## src/rtl/fifo_pkg.sv

```systemverilog
// Shared constants and helpers for the basic FIFO read port.
package fifo_pkg;
   localparam int RD_LAT_MAX   = 4;
   localparam int CREDIT_SLACK = 2;
   localparam int INFL_W       = $clog2(RD_LAT_MAX + 1);
   localparam int CNT_W        = 4;

   function automatic logic [INFL_W-1:0] popcount(input logic [RD_LAT_MAX-1:0] v);
      popcount = '0;
      for (int i = 0; i < RD_LAT_MAX; i++)
         popcount += INFL_W'(v[i]);
   endfunction
endpackage

```

## src/rtl/fifo_rd_buf.sv

```systemverilog
// Ring-buffer skid stage holding words that landed from storage until the sink takes them.
module fifo_rd_buf
   import fifo_pkg::*;
#(
   parameter int DAT_WID = 32,
   parameter int BUF_DEP = 3,
   localparam int OCC_W  = $clog2(BUF_DEP + 1),
   localparam int PTR_W  = $clog2(BUF_DEP)
) (
   input  logic               clk,
   input  logic               rst,
   input  logic               i_push,
   input  logic [DAT_WID-1:0] i_push_dat,
   input  logic               i_pop,
   output logic [OCC_W-1:0]   o_occ,
   output logic [DAT_WID-1:0] o_dat
);
   logic [DAT_WID-1:0] r_mem [BUF_DEP];
   logic [PTR_W-1:0]   r_wr_ptr;
   logic [PTR_W-1:0]   r_rd_ptr;
   logic [OCC_W-1:0]   r_occ;

   // Contents are intentionally left unreset; occ alone qualifies them.
   always_ff @(posedge clk) begin
      if (i_push)
         r_mem[r_wr_ptr] <= i_push_dat;
   end

   always_ff @(posedge clk) begin
      if (rst) begin
         r_wr_ptr <= '0;
         r_rd_ptr <= '0;
         r_occ    <= '0;
      end else begin
         if (i_push)
            r_wr_ptr <= (r_wr_ptr == PTR_W'(BUF_DEP - 1)) ? '0 : r_wr_ptr + 1'b1;
         if (i_pop)
            r_rd_ptr <= (r_rd_ptr == PTR_W'(BUF_DEP - 1)) ? '0 : r_rd_ptr + 1'b1;
         if (i_push && !i_pop)
            r_occ <= r_occ + 1'b1;
         else if (!i_push && i_pop)
            r_occ <= r_occ - 1'b1;
      end
   end

   assign o_occ = r_occ;
   assign o_dat = r_mem[r_rd_ptr];
endmodule

```

## src/rtl/basic_fifo_rd_port.sv

```systemverilog
// FIFO consumer port: credit-based oen issue, read-latency pipe, and valid/ready output.
module basic_fifo_rd_port
   import fifo_pkg::*;
#(
   parameter int DAT_WID = 32,
   parameter int RD_LAT  = 1
) (
   input  logic               clk,
   input  logic               rst,
   input  logic               fifo_empty,
   output logic               fifo_oen,
   input  logic [DAT_WID-1:0] fifo_rdata,
   output logic               out_vld,
   input  logic               out_rdy,
   output logic [DAT_WID-1:0] out_dat,
   output logic               busy
);
   localparam int BUF_DEP = RD_LAT + CREDIT_SLACK;
   localparam int OCC_W   = $clog2(BUF_DEP + 1);

   logic [RD_LAT-1:0] r_pipe;
   logic [OCC_W-1:0]  w_occ;
   logic [INFL_W-1:0] w_infl;
   logic [CNT_W-1:0]  w_used;
   logic              w_push;
   logic              w_pop;

   assign w_infl = popcount(RD_LAT_MAX'(r_pipe));
   assign w_used = CNT_W'(w_occ) + CNT_W'(w_infl);

   // Credit counts only registered state, so out_rdy never reaches fifo_oen.
   assign fifo_oen = ~rst & ~fifo_empty & (w_used < CNT_W'(BUF_DEP));

   always_ff @(posedge clk) begin
      if (rst) begin
         r_pipe <= '0;
      end else begin
         r_pipe[0] <= fifo_oen;
         for (int i = 1; i < RD_LAT; i++)
            r_pipe[i] <= r_pipe[i-1];
      end
   end

   always_ff @(posedge clk) begin
      if (!rst)
         assert (w_used <= CNT_W'(BUF_DEP));
   end

   assign w_push  = r_pipe[RD_LAT-1] & ~rst;
   assign out_vld = (w_occ != '0);
   assign w_pop   = out_vld & out_rdy;
   assign busy    = (w_occ != '0) | (w_infl != '0);

   fifo_rd_buf #(
      .DAT_WID (DAT_WID),
      .BUF_DEP (BUF_DEP)
   ) u_buf (
      .clk        (clk),
      .rst        (rst),
      .i_push     (w_push),
      .i_push_dat (fifo_rdata),
      .i_pop      (w_pop),
      .o_occ      (w_occ),
      .o_dat      (out_dat)
   );
endmodule

```

## config.mk

```make
export PLATFORM = sky130hd
export DESIGN_NAME = basic_fifo_rd_port
export DESIGN_NICKNAME = d
export VERILOG_FILES = /design/src/rtl/fifo_pkg.sv /design/src/rtl/fifo_rd_buf.sv /design/src/rtl/basic_fifo_rd_port.sv
export SDC_FILE = /design/constraint.sdc
export NUM_CORES = 1
export LEC_CHECK = 0
export BUFFER_PORTS_ARGS = -buffer_cell sky130_fd_sc_hd__buf_4
export CAP_MARGIN = 15
export CELL_PAD_IN_SITES_DETAIL_PLACEMENT = 0
export CELL_PAD_IN_SITES_GLOBAL_PLACEMENT = 1
export CORE_ASPECT_RATIO = 1.1
export CORE_MARGIN = 2
export CORE_UTILIZATION = 51
export CTS_BUF_LIST = sky130_fd_sc_hd__clkbuf_8
export DETAILED_ROUTE_END_ITERATION = 12
export GPL_ROUTABILITY_DRIVEN = 0
export PLACE_DENSITY = 0.95
export SYNTH_ARGS = -nofsm -noshare
export SYNTH_HDL_FRONTEND = slang
export SYNTH_SLANG_ARGS = --single-unit
```

## constraint.sdc

```tcl
create_clock -name clk -period 10.95 [get_ports clk]
set_input_delay 2.19 -clock clk [delete_from_list [all_inputs] [get_ports clk]]
set_output_delay 2.19 -clock clk [all_outputs]
set_load 0.1 [all_outputs]
```

==> metrics, run 1 <==
Mapped Area 3939 µm²; first-pass GRT wire length 9549 µm; Worst Max-Slew Pin Slew 1055 ps; fmax 191.9 MHz; GR Overflow Total 0; vias 2147; Worst EP arrival 3020 ps; Antenna diodes 0; post-synth top area cell edfxtp_1; Post-DRT Antenna Nets 0; worst skew pair latency 350 ps; Starting Density 52.70%; # nets final 359; clock period minus final worst setup slack 5212 ps; Synth cell types 24; CTS Root Cell clkbuf_8; Tot Pwr 1.126 mW; DRC violations left 0; syn_area_per_cell 16.08 µm²; R2R setup slack 9300 ps; num rows 33; Yosys Warn Count 0; RSZ-0062 raised after global routing no; CP max stage cell buf_4; I/O pins 71; CTS Buffer Depth 2; Max Cap Viol 0; most frequent CP cell buf_4; CP required 8760 ps; RR Startpoint r_pipe$_SDFF_PP0_; pwr dens 236.0 nW/µm²; ys flop type edfxtp_1; Detailed Routing Iterations Pass 1 4; share of post-route cells with drive strength above 1 30.56%; Leakage Power 1.617 nW; Post-synth EDFFs 96; critical path class in -> out; critical path's largest stage delay 360 ps; Die Y 96.17 µm; Hold Buf Count CTS 0; largest net degree at the start of global routing 65; initial antenna violation count 0; final wirelength 6450 µm; CTS buffer count 9; Syn-to-layout area delta 21.16%; Post-CTS Repair Setup Buffers 0; largest cells by area after synthesis edfxtp_1, mux2i_1, dfxtp_1; Die W 87.79 µm; share of the yosys chip area belonging to registers 77.76%; critical path startpoint category input port; post-synth top area share 73.19%; register bit total from synthesis 105; Total Routing Usage GR 15.64%; setup TNS 0 ps; Post-synth ARST share 0%; Slew Limit Fails 0; Routed WL per cell 15.03 µm; TritonCTS clock tree yes; crit-path max FO 2; Hold Vio Cnt, Final 0; outcome finished, final reports clean; Post-synth top cells edfxtp_1, nand2_1, mux2i_1; Worst VDD drop 0.1813 mV; RR Endpoint u_buf.r_mem[1][29]$_DFFE_PP_; DPL Wire Length 4036 µm; htree depth 3; Hold Crit Depth 2; Syn Inst Count 245; most numerous cell in the Yosys netlist edfxtp_1; CTS clk-pin slew, worst paths 100 ps; worst-path cell chain buf_4, a2111oi_0, buf_4; Slew headroom 29.65%; Worst setup EP type output pin; DR vias/cell 5.005; IO Port Bufs 70; # setup viols final 0; Tcrit/Tclk final 47.60%; Mapped Nets 284; hold_sp u_buf.r_rd_ptr[1]$_SDFFE_PP0P_; Final Skew 11.97 ps; Core ar. 7473 µm²; Die ar. 8443 µm²; cts repair resizes 0; clock sinks 105; drt initial violations 111; vias in the first global route 2085; Hold WC Path Type reg -> reg; r2r worst-path depth 3
==> sequential cells by signal, indices dropped and copies added (netlist names), named ones only <==
name	count
u_buf.r_rd_ptr	2
u_buf.r_mem	96
u_buf.r_wr_ptr	2
r_pipe	1
u_buf.o_occ	2
==> worst max-delay path by stage <==
stage                    start  endpoint  slack [ps]  depth (start not counted)
finish              fifo_empty  fifo_oen        5740                          3
global route        fifo_empty  fifo_oen        5690                          3
CTS                 fifo_empty  fifo_oen        5710                          3
detailed placement  fifo_empty  fifo_oen        5720                          3
global placement    fifo_empty  fifo_oen        5750                          3
floorplan                  rst  fifo_oen        1750                          2
==> cells by family (layout without fill, tap and decap cells) <==
family                     count (synthesis)  after routing  share of synthesized area, %
and+or+nand+nor                           48             48                         5.432
buffers and inverters                     14             93                         1.684
adders and majority gates                  3              3                        0.9531
muxes                                     32             32                         8.132
AOI/OAI and AO/OA                         41             41                         5.591
DFF                                      105            105                         77.76
xor gates and xnor gates                   2              2                        0.4448
==> cell type report <==
cell class / count / area (µm²)
clock buffer: 9 / 123.9
clock inverter: 6 / 45.04
fill: 560 / 2701
inverter: 2 / 7.507
multi-input combinational: 126 / 824.5
sequential: 105 / 3065
tap: 105 / 131.4
timing repair buffer: 76 / 574.3
==> metrics by stage <==
| stage | hold WS (ps) | util (%) | setup WS [ps] | instances | area, µm² |
|---|---|---|---|---|---|
| after floorplan | 453.8 | - | 1747 | 245 | 3939 |
| after global placement | 458.4 | 61.44 | 5748 | 413 | 4592 |
| after detailed placement | 491.4 | 61.44 | 5723 | 413 | 4592 |
| after CTS | 506.3 | 63.70 | 5710 | 428 | 4761 |
| after global routing | 530.6 | 63.85 | 5695 | 429 | 4772 |
| final | 502.5 | 63.85 | 5738 | 429 | 4772 |
==> layout by cell type, fill, tap and decap left out <==
master      instances
nor2_1              2
a21oi_2             1
inv_1               2
xor2_1              2
o21ai_0            21
a2111oi_0           2
nor3b_1             1
or3_1               3
buf_6               1
a21oi_1             4
clkinvlp_4          3
clkinv_2            1
edfxtp_1           96
nor3_2              1
nand2b_1            1
clkbuf_8            9
buf_4              75
inv_6               1
ha_1                3
o21ai_2             1
clkinv_4            1
mux2i_1            32
nand3b_1            1
or3b_1              1
dfxtp_1             7
o21ai_1            12
dfxtp_2             2
nand2_1            35
or2_2               1
nor3b_2             2
==> layer usage <==
| layer | track usage, % | vias to the layer above | routed length, µm |
|---|---|---|---|
| met3 | 4.803 | 7 | 237 |
| met4 | 5.385 | 0 | 75 |
| met5 | 0 | - | 0 |
| met2 | 28.79 | 45 | 3521 |
| met1 | 16.92 | 1030 | 2616 |
| li1 | - | 1065 | - |
==> power breakdown <==
group	leakage (nW)	total (mW)	internal, mW	switching [mW]
Combinational	0.597	0.431	0.101	0.330
Clock	0.0777	0.205	0.0821	0.123
Sequential	0.943	0.490	0.454	0.0360
==> worst max-delay path, delay by kind of cell <==
family | cells | cell delay [ps]
compound gates | 1 | 350
buf+inv | 2 | 470
(Power assumes the default switching activity.)
==> inputs of run 2 (changes only) <==
CORE_UTILIZATION = 48   (was 51)
PLACE_DENSITY = 0.92   (was 0.95)
clock period = 4.8 ns   (was 10.95 ns; I/O delays follow)
==> metrics, run 2 (synthesis results as in run 1) <==
initial antenna violation count 0; Max Cap Viol 0; WP buf/inv 1; multi-input logic area 830.8 µm²; CP top delay family flip-flops; worst skew pair latency 370 ps; clock sinks 105; Worst Max-Slew Pin Slew 1008 ps; CTS clk-pin slew, worst paths 90 ps; htree depth 3; CTS Buffer Depth 2; outcome finished, final reports clean; Antenna diodes 0; vias 2114; Tcrit/Tclk final 64.07%; Hold Buf Count CTS 0; Detailed Routing Iterations Pass 1 4; Slew Limit Fails 0; DR vias/cell 4.905; Final Skew 11.37 ps; Top reg by flops u_buf.r_mem; # nets final 357; Die W 90.37 µm; I/O pins 71; Syn-to-layout area delta 21.89%; num rows 34; critical path class reg -> out; first-pass GRT wire length 10140 µm; Slew headroom 32.78%; Core ar. 7955 µm²; worst-path cell chain mux2i_1, o21ai_1, buf_4; Fill cells 614; vias in the first global route 2173; worst hold slack 489.6 ps; Worst EP arrival 2120 ps; DRC violations left 0; Die ar. 8947 µm²; CP required 3840 ps; # setup viols final 0; CTS Root Cell clkbuf_8; Routed WL per cell 14.80 µm; flip-flop and latch area 3065 µm²; Post-DRT Antenna Nets 0; share of post-route cells with drive strength above 1 30.65%; crit-path max FO 32; clock period minus final worst setup slack 3075 ps; CTS buffer count 9; Hold Vio Cnt, Final 0; Post-CTS Repair Setup Buffers 0; CP max stage cell dfxtp_2; GR Overflow Total 0; DPL Wire Length 4041 µm; RSZ-0062 raised after global routing no; Total Routing Usage GR 15.01%; number of flip-flops in the largest register 96; critical path startpoint category flop; TritonCTS clock tree yes; largest net degree at the start of global routing 65; pwr dens 553.0 nW/µm²; final wirelength 6377 µm; Worst setup EP type output pin; IO Port Bufs 70; fmax 325.2 MHz; Starting Density 49.51%; drt initial violations 110; cts repair resizes 0; Hold WC Path Type reg -> reg; most common cell after layout, fill and taps aside edfxtp_1; commonest non-fill, non-tap cells in the layout edfxtp_1, buf_4, nand2_1; Worst VDD drop 0.2989 mV; setup TNS 0 ps; critical path's largest stage delay 1000 ps; Leakage Power 1.628 nW; Die Y 99.01 µm
## run 2: layout make-up
class                           instances  area share, %
Sequential cell                       105          63.85
Multi-Input combinational cell        126          17.31
Timing Repair Buffer                   74          11.57
Tap cell                              108          2.815
Clock buffer                            9          2.580
Clock inverter                          7          1.720
Inverter                                2         0.1564
## run 2: final timing paths
check | start | endpoint | slack, ps | depth (start not counted)
setup reg to reg | r_pipe$_SDFF_PP0_ | u_buf.r_mem[1][22]$_DFFE_PP_ | 2620 | 3
hold reg to reg | u_buf.r_rd_ptr[1]$_SDFFE_PP0P_ | flop | 490 | 2
setup / recovery | flop | out_dat[18] | 1720 | 3
hold / removal | u_buf.r_rd_ptr[1]$_SDFFE_PP0P_ | flop | 490 | 2
## run 2: worst reg2reg max path, stage by stage, from the launching register on
cell and delay (ps):
dfxtp_1 430, nand2b_1 170, nor3b_2 810, buf_4 440
## run 2: power by group
part	total [mW]	switching (mW)	internal [mW]	leakage (nW)
clock network	0.552	0.302	0.250	0.0988
registers	1.12	0.0787	1.04	0.943
logic	0.988	0.757	0.231	0.586
total	2.66	1.14	1.52	1.63
## run 2: metal layers
layer | share of wire, % | global-route usage (%) | up-vias
li1 | - | - | 1062
met1 | 43 | 17.72 | 984
met2 | 51 | 25.91 | 55
met3 | 4.2 | 3.287 | 13
met4 | 2.5 | 7.929 | 0
met5 | 0 | 0 | -
## run 2: stage by stage
step	area (µm²)	power, mW	instances	setup WS, ps	utilization [%]
floorplan	3945	1.934	245	569.8	-
global placement	4594	2.119	415	1945	57.75
detailed placement	4594	2.130	415	1868	57.75
CTS	4801	2.675	431	1692	60.35
global route	4801	2.752	431	1509	60.35
finish	4801	2.655	431	1725	60.35
==> inputs of run 3 (changes only) <==
clock period = 3.2 ns   (was 4.8 ns; I/O delays follow)
==> metrics, run 3 (synthesis results as in run 1) <==
DPL Wire Length 4468 µm; Hold Vio Cnt, Final 0; cts repair resizes 0; Total Routing Usage GR 15.63%; Hold WC Path Type in -> reg; Post-CTS Repair Setup Buffers 0; CTS clk-pin slew, worst paths 90 ps; Fill cells 598; Hold Buf Count CTS 0; Antenna diodes 0; most frequent CP cell buf_4; first-pass GRT wire length 10580 µm; Starting Density 49.51%; Tcrit/Tclk final 81.92%; setup TNS 0 ps; vias in the first global route 2265; flip-flop and latch area 3065 µm²; TritonCTS clock tree yes; Post-DP Area 4639 µm²; Worst setup EP type output pin; Final Skew 6.681 ps; commonest non-fill, non-tap cells in the layout edfxtp_1, buf_4, nand2_1; CP top delay family flip-flops; # setup viols final 0; Detailed Routing Iterations Pass 1 4; Syn-to-layout area delta 23.32%; Slew headroom 50.60%; Worst VDD drop 0.5167 mV; Die ar. 8947 µm²; critical path class reg -> out; IO Port Bufs 70; post-route design area 4857 µm²; Die W 90.37 µm; clock period minus final worst setup slack 2621 ps; Die Y 99.01 µm; drt initial violations 77; GR Overflow Total 0; vias 2213; Routed WL per cell 15.39 µm; Post-DRT Antenna Nets 0; pwr dens 831.5 nW/µm²; # nets final 363; Final Non-Filler Cells 437; Final Util 61.06%; initial antenna violation count 0; CTS Buffer Depth 2; outcome finished, final reports clean; Worst Max-Slew Pin Slew 741.1 ps; Worst EP arrival 1980 ps; RSZ-0062 raised after global routing no; largest net degree at the start of global routing 41; Core ar. 7955 µm²; htree depth 3; DR vias/cell 5.064; worst-path cell chain buf_4, nand2_1, o21ai_1, buf_4; final wirelength 6726 µm; crit-path max FO 40; Leakage Power 1.676 nW; CP max stage cell dfxtp_2; DP Worst Slack 947.6 ps; CP required 2560 ps; num rows 34; fmax 381.5 MHz; CTS Root Cell clkbuf_8; most common cell after layout, fill and taps aside edfxtp_1; I/O pins 71; Max Cap Viol 0; number of flip-flops in the largest register 96; clock sinks 105; share of post-route cells with drive strength above 1 31.61%; CTS buffer count 9; Slew Limit Fails 0; DRC violations left 0; placed insts 421; Top reg by flops u_buf.r_mem; critical path's largest stage delay 810 ps; final setup margin 578.6 ps; WP buf/inv 2; worst skew pair latency 350 ps; multi-input logic area 830.8 µm²; critical path startpoint category flop
-- run 3: changes by cell type in the layout (fill, tap and decap cells not counted), moves of 2 or more --
cell	change
o21ai_1	+20
buf_4	+6
o21ai_0	-20
inv_6	-2
-- run 3: layer usage --
layer / share of wire [%] / track usage, % / wire [µm] / vias up
met5: 0 / 0 / 0 / -
met4: 1.5 / 6.154 / 98 / 0
met3: 3.6 / 3.670 / 240 / 7
met2: 56 / 30.02 / 3760 / 49
met1: 39 / 16.47 / 2626 / 1082
li1: - / - / - / 1075
-- run 3: worst reg2reg max path, cell delays in order, from the launching register on --
cell      delay, ps
dfxtp_1         360
nand2b_1        200
inv_1            70
ha_1            310
or3_1           350
a21oi_1         130
-- run 3: path summary, 6_finish.rpt --
path | startpoint | end | slack, ps | cells after the start
max reg2reg | r_pipe$_SDFF_PP0_ | u_buf.o_occ[1]$_SDFFE_PP0P_ | 1720 | 5
min | fifo_empty | r_pipe$_SDFF_PP0_ | 480 | 2
min reg2reg | u_buf.r_rd_ptr[0]$_SDFFE_PP0P_ | flop | 490 | 2
max | flop | out_dat[24] | 580 | 4
-- run 3: layout make-up --
| class | count | area share [%] |
|---|---|---|
| sequential | 105 | 63.11 |
| multi-input combinational | 126 | 17.10 |
| timing repair buffer | 80 | 12.36 |
| tap | 108 | 2.782 |
| clock buffer | 9 | 2.550 |
| clock inverter | 7 | 1.932 |
| inverter | 2 | 0.1546 |
-- run 3: per-stage QoR --
stage | power (mW) | hold slack [ps]
2_1_floorplan | 2.911 | 453.8
3_3_place_gp | 3.209 | 464.4
3_5_place_dp | 3.225 | 469.6
4_1_cts | 4.077 | 458.1
5_1_grt | 4.188 | 453.1
6_report | 4.039 | 478.0
-- run 3: report_power, final --
part | switching, mW | internal (mW) | total (mW)
sequential | 0.0797 | 1.55 | 1.63
clock | 0.417 | 0.441 | 0.858
combinational | 1.19 | 0.361 | 1.55
